`src/rtl/wb_stage_commit.sv`:
```
// Write-back stage: builds the register-file write from MEM/WB values, owns HI/LO and LLbit,
// counts retired instructions and drives the debug write-back trace.
module wb_stage_commit #(
  parameter int          RETIRE_CNT_W = 32,
  parameter logic [31:0] RESET_PC     = 32'hBFC0_0000
) (
  input  logic                    clk,
  input  logic                    rst_n,
  input  logic                    stall,
  input  logic                    eret,
  input  logic                    ll,
  input  logic                    wreg,
  input  logic [4:0]              regdst,
  input  logic [1:0]              result_sel,
  input  logic                    SC_result_sel,
  input  logic [3:0]              load_type,
  input  logic [3:0]              byte_valid,
  input  logic [31:0]             mem_rdata,
  input  logic [31:0]             ALU_result,
  input  logic [31:0]             rf_rdata1_fw,
  input  logic [31:0]             rf_rdata0_fw,
  input  logic [63:0]             MulDiv_result,
  input  logic                    whi,
  input  logic                    wlo,
  input  logic                    hi_i_sel,
  input  logic                    lo_i_sel,
  input  logic [31:0]             PC_plus4,
  input  logic [31:0]             instruction,
  output logic                    rf_we,
  output logic [4:0]              rf_waddr,
  output logic [31:0]             rf_wdata,
  output logic [31:0]             hi_o,
  output logic [31:0]             lo_o,
  output logic                    llbit_o,
  output logic [RETIRE_CNT_W-1:0] retire_cnt,
  output logic                    debug_wb_pc_unused_n,
  output logic [31:0]             debug_wb_pc,
  output logic [3:0]              debug_wb_rf_wen,
  output logic [4:0]              debug_wb_rf_wnum,
  output logic [31:0]             debug_wb_rf_wdata
);
  localparam logic [3:0] LT_NONE = 4'd0, LT_LB = 4'd1, LT_LBU = 4'd2, LT_LH = 4'd3,
                         LT_LHU = 4'd4, LT_LW = 4'd5, LT_LWL = 4'd6, LT_LWR = 4'd7;

  logic [31:0]             hi_q, lo_q;
  logic                    llbit_q;
  logic [RETIRE_CNT_W-1:0] cnt_q;
  logic [1:0]              off;
  logic [7:0]              ld_byte;
  logic [15:0]             ld_half;
  logic [31:0]             merged, load_data, wdata;

  assign off     = ALU_result[1:0];
  assign ld_half = off[1] ? mem_rdata[31:16] : mem_rdata[15:0];

  always_comb begin
    ld_byte = mem_rdata[7:0];
    case (off)
      2'd1:    ld_byte = mem_rdata[15:8];
      2'd2:    ld_byte = mem_rdata[23:16];
      2'd3:    ld_byte = mem_rdata[31:24];
      default: ld_byte = mem_rdata[7:0];
    endcase
  end

  // LWL/LWR: mem_rdata arrives pre-rotated, so only the per-lane merge is done here
  for (genvar i = 0; i < 4; i++) begin : g_lane
    assign merged[8*i +: 8] = byte_valid[i] ? mem_rdata[8*i +: 8] : rf_rdata1_fw[8*i +: 8];
  end

  always_comb begin
    load_data = mem_rdata;
    case (load_type)
      LT_LB:          load_data = {{24{ld_byte[7]}}, ld_byte};
      LT_LBU:         load_data = {24'b0, ld_byte};
      LT_LH:          load_data = {{16{ld_half[15]}}, ld_half};
      LT_LHU:         load_data = {16'b0, ld_half};
      LT_LWL, LT_LWR: load_data = merged;
      LT_NONE, LT_LW: load_data = mem_rdata;
      default:        load_data = mem_rdata;
    endcase
  end

  always_comb begin
    wdata = ALU_result;
    if (SC_result_sel) wdata = {31'b0, llbit_q};
    else begin
      case (result_sel)
        2'b00:   wdata = ALU_result;
        2'b01:   wdata = load_data;
        2'b10:   wdata = PC_plus4 + 32'd4;
        default: wdata = MulDiv_result[31:0];
      endcase
    end
  end

  always_ff @(posedge clk) begin
    if (!rst_n) begin
      hi_q    <= '0;
      lo_q    <= '0;
      llbit_q <= 1'b0;
      cnt_q   <= '0;
    end else if (!stall) begin
      if (whi) hi_q <= hi_i_sel ? rf_rdata0_fw : MulDiv_result[63:32];
      if (wlo) lo_q <= lo_i_sel ? rf_rdata0_fw : MulDiv_result[31:0];
      if (eret)    llbit_q <= 1'b0;
      else if (ll) llbit_q <= 1'b1;
      // encoding 0 (bubble or true NOP) is not counted
      if (instruction != 32'd0) cnt_q <= cnt_q + {{(RETIRE_CNT_W-1){1'b0}}, 1'b1};
    end
  end

  assign rf_we                = wreg & ~stall & (regdst != 5'd0) & rst_n;
  assign rf_waddr             = regdst;
  assign rf_wdata             = wdata;
  assign hi_o                 = hi_q;
  assign lo_o                 = lo_q;
  assign llbit_o              = llbit_q;
  assign retire_cnt           = cnt_q;
  assign debug_wb_pc_unused_n = 1'b1;
  assign debug_wb_pc          = rst_n ? (PC_plus4 - 32'd4) : RESET_PC;
  assign debug_wb_rf_wen      = {4{rf_we}};
  assign debug_wb_rf_wnum     = regdst;
  assign debug_wb_rf_wdata    = wdata;
endmodule

```
`config.mk`:
```
export PLATFORM = sky130hd
export DESIGN_NAME = wb_stage_commit
export DESIGN_NICKNAME = d
export VERILOG_FILES = /design/src/rtl/wb_stage_commit.sv
export SDC_FILE = /design/constraint.sdc
export NUM_CORES = 1
export LEC_CHECK = 0
export ABC_AREA = 0
export ABC_CLOCK_PERIOD_IN_PS = 2880
export CORE_AREA = 10 10 184 186
export CTS_CLUSTER_DIAMETER = 80
export CTS_CLUSTER_SIZE = 20
export DETAILED_ROUTE_END_ITERATION = 7
export DIE_AREA = 0 0 194 196
export HOLD_SLACK_MARGIN = 0.02
export PLACE_DENSITY = 0.69
export SLEW_MARGIN = 20
export SYNTH_ARGS = -nofsm -noshare
export SYNTH_HDL_FRONTEND = slang
export SYNTH_SLANG_ARGS = --single-unit
```
`constraint.sdc`:
```
create_clock -name clk -period 2.88 [get_ports clk]
set_input_delay 0.576 -clock clk [delete_from_list [all_inputs] [get_ports clk]]
set_output_delay 0.576 -clock clk [all_outputs]
set_load 0.05 [all_outputs]
```
==> flow_summary_export.csv <==
group,metric,value,unit
worst_setup_path,crit_path_start,"PC_plus4[6]",
global_route,gr-total-overflow,0,
route,viasPerCell,5.26,
clock_tree,path_clk_slew,0.06,ns
synth,synth_edf_count,0,
worst_setup_path,startpoint_type,"input port",
worst_setup_path,cp.arrival,2.54,ns
die,die_h,196,µm
synth,async_reset_ff_frac,0,
global_route,grt_pass1_vias,11400,
timing,finalCriticalPeriod,3.12,ns
route,first_pass_iters,5,
synth,yosysSeqAreaShare,0.236,
synth,ys_ff_latch,97,
timing,layout_setup_ws,-0.239,ns
power_and_ir_drop,p_per_area,315,mW/mm²
clock_tree,cts-root-buf,"clkbuf_16",
route,drc,0,
worst_setup_path,cp-end-kind,"primary output",
clock_tree,numCtsBuffers,9,
job,cap_violations,0,
route,antenna_left,0,
clock_tree,clockBufferDepth,2,
timing,fin_crit_sh,1.08,
worst_setup_path,slowest_stage,"or4_4",
status,violations,"setup timing",
worst_hold_path,min_from,"retire_cnt[31]",
clock_tree,clk_latency,0.35,ns
synth,synth_cells,1083,
timing,clock_skew,0.00631,ns
die,ioPinCount,491,
synth,synthFlopType,"dfxtp_1",
route,drt_iter0_drc,658,
route,wl_met2,24900,µm
timing,hold_viol,0,
worst_setup_path,worstReg2RegStart,"retire_cnt[1]",
power_and_ir_drop,peakVddDrop,0.205,mV
die,die_w,194,µm
die,die_area,0.0380,mm²
clock_tree,ctsHoldBuffers,0,
timing,grt_setup_unrepaired,"yes",
worst_setup_path,path_max_fanout,4,
global_route,grt_max_degree,94,
status,status,"complete, but fails checks",
timing,setup_violations,54,
placed_design,dp_hpwl,41100,µm
layout,nNetsFinal,1964,
timing,slew_headroom,0.605,
timing,worstMarginPinSlew,0.590,ns
die,rows,64,
timing,hold_ws,0.477,ns
worst_setup_path,cp_slowest_stage_delay,0.57,ns
worst_hold_path,worstHoldPathType,"reg -> reg",
route,top_layer_used,"met5",
placed_design,gp_congestion,1.03,
timing,max_freq,321,MHz
synth,syn_avg_cell_area,7.58,µm²
global_route,grt_use_total,0.245,
layout,fin_util,0.575,
route,num_vias,11000,
clock_tree,cts_tree,"done",
layout,syn_to_final_growth,112,%
route,wirelength,49700,µm
global_route,grt_pass1_wl,73200,µm
synth,syn_nets,1368,
global_route,antenna_found_initial,5,
power_and_ir_drop,p_leak,6.74,nW
die,coreArea,0.0303,mm²
worst_setup_path,crit_top_cell,"buf_6",
layout,drive_gt1_frac,0.363,
route,wl_met1,19000,µm
die,start_util,0.271,
timing,maxSlewViolCount,0,
synth,yosysWarnings,0,
route,wl_met3,4140,µm
worst_setup_path,path_buf_inv,3,
route,drt-wirelength-per-cell,23.9,µm
synth,mappedNetlistArea,0.00821,mm²
worst_setup_path,criticalPathCategory,"in -> out",
clock_tree,cts_num_sinks,97,
placed_design,numPortBuffers,489,
synth,synthDistinctLibCells,69,
clock_tree,htree_levels,3,
worst_setup_path,critPathTopFamily,"simple AND/OR/NAND/NOR gates",
worst_setup_path,worstPathCellList,"buf_6, or4_4, buf_6, nor3b_4, nand4_4, nor3_2, xnor2_1, nand2_1, buf_12",
worst_setup_path,crit_required,2.30,ns
[layout make-up]
type / instances / area (µm²)
Multi-Input combinational cell: 831 / 6900
Timing Repair Buffer: 726 / 7750
Inverter: 14 / 55.1
Fill cell: 2607 / 12900
Clock inverter: 6 / 43.8
Antenna cell: 3 / 7.51
Clock buffer: 10 / 229
Sequential cell: 97 / 1940
Tap cell: 396 / 495
[stage by stage]
stage | setup TNS, ns | instances | worst slack [ns] | cell area (µm²) | total power [mW]
6_report | -4.63 | 2083 | -0.239 | 17400 | 5.48
5_1_grt | -8.44 | 2081 | -0.305 | 17400 | 5.69
4_1_cts | -6.92 | 2068 | -0.418 | 17000 | 5.44
3_5_place_dp | -42.82 | 2019 | -0.715 | 15800 | 4.21
3_3_place_gp | -40.57 | 2019 | -0.706 | 15800 | 4.19
2_1_floorplan | -2.41 | 1083 | -0.265 | 9040 | 2.85
[path summary, 6_finish.rpt]
path / end / depth (start not counted) / slack [ns]
max: debug_wb_pc[28] / 9 / -0.24
min: retire_cnt[31] / 2 / 0.48
max reg2reg: retire_cnt[28] / 7 / 0.58
min reg2reg: retire_cnt[31] / 2 / 0.48
[synth_stat cells, types with 8 or more instances]
master,instances,share of area
a221oi_1,8,0.0085
and2_1,8,0.0061
buf_1,10,0.0046
a22oi_1,11,0.010
nor2_1,154,0.070
nand3_1,28,0.017
clkbuf_1,70,0.032
nand4_1,22,0.017
xor2_1,25,0.027
mux2i_1,87,0.11
buf_2,13,0.0079
nor2b_1,13,0.0099
nor4_1,17,0.013
o221ai_1,16,0.017
nand2_1,64,0.029
a211oi_1,74,0.068
mux2_2,16,0.022
inv_1,13,0.0059
a21oi_1,34,0.021
buf_4,47,0.043
or3_1,9,0.0069
o21ai_0,63,0.038
dfxtp_1,97,0.24
nor3_1,19,0.012
xnor2_1,47,0.050
and3_1,11,0.0084
[per-layer routing]
layer	vias up	global-route usage
met5	-	0
met4	4	0.0841
met3	100	0.0737
met2	511	0.427
met1	5240	0.279
li1	5097	-
[timing repair]
item,in CTS,in global routing
endpoints found under the hold margin,0,0
pin swaps,97,76
setup buffers,34,17
gates resized for setup,289,100
setup endpoints to repair,89,85
cloned,1,0
[sequential cells by signal, summed over array words and instances (netlist names)]
name	flops
llbit_o	1
hi_o	32
retire_cnt	32
lo_o	32
[cells in the final DEF (no fill, tap or decap), types with 14 or more instances in the layout]
cell type / count
a211oi_1: 66
a21oi_1: 25
buf_12: 97
buf_4: 189
buf_6: 59
clkdlybuf4s50_1: 334
dfxtp_1: 97
dlygate4sd2_1: 16
mux2i_1: 85
nand2_1: 47
nand2_2: 14
nand3_1: 19
nand4_1: 22
nor2_1: 131
nor4_1: 16
o21ai_0: 37
xnor2_1: 36
xor2_1: 21
[worst reg2reg max path, stage by stage, from the launching register on]
cell and delay, ns:
dfxtp_1 0.39, ha_1 0.21, nand2_1 0.13, nor3_2 0.42, nand2_1 0.08, or3_1 0.55
nor3_1 0.26, mux2i_1 0.20
[logic make-up after synthesis]
logic type / count (synthesis) / share of synthesized area
mux: 103 / 0.128
xor+xnor: 72 / 0.0768
fa+ha+maj: 3 / 0.00457
other cells: 1 / 0.000457
flops: 97 / 0.236
buf+inv: 155 / 0.0952
simple gates: 387 / 0.238
compound gates: 265 / 0.221
[power by group]
group / leakage, nW / internal (mW) / switching, mW
registers: 0.795 / 1.41 / 0.0354
logic: 5.81 / 1.34 / 1.58
clock network: 0.133 / 0.589 / 0.531
No activity file was read; power rests on OpenSTA's default activity.
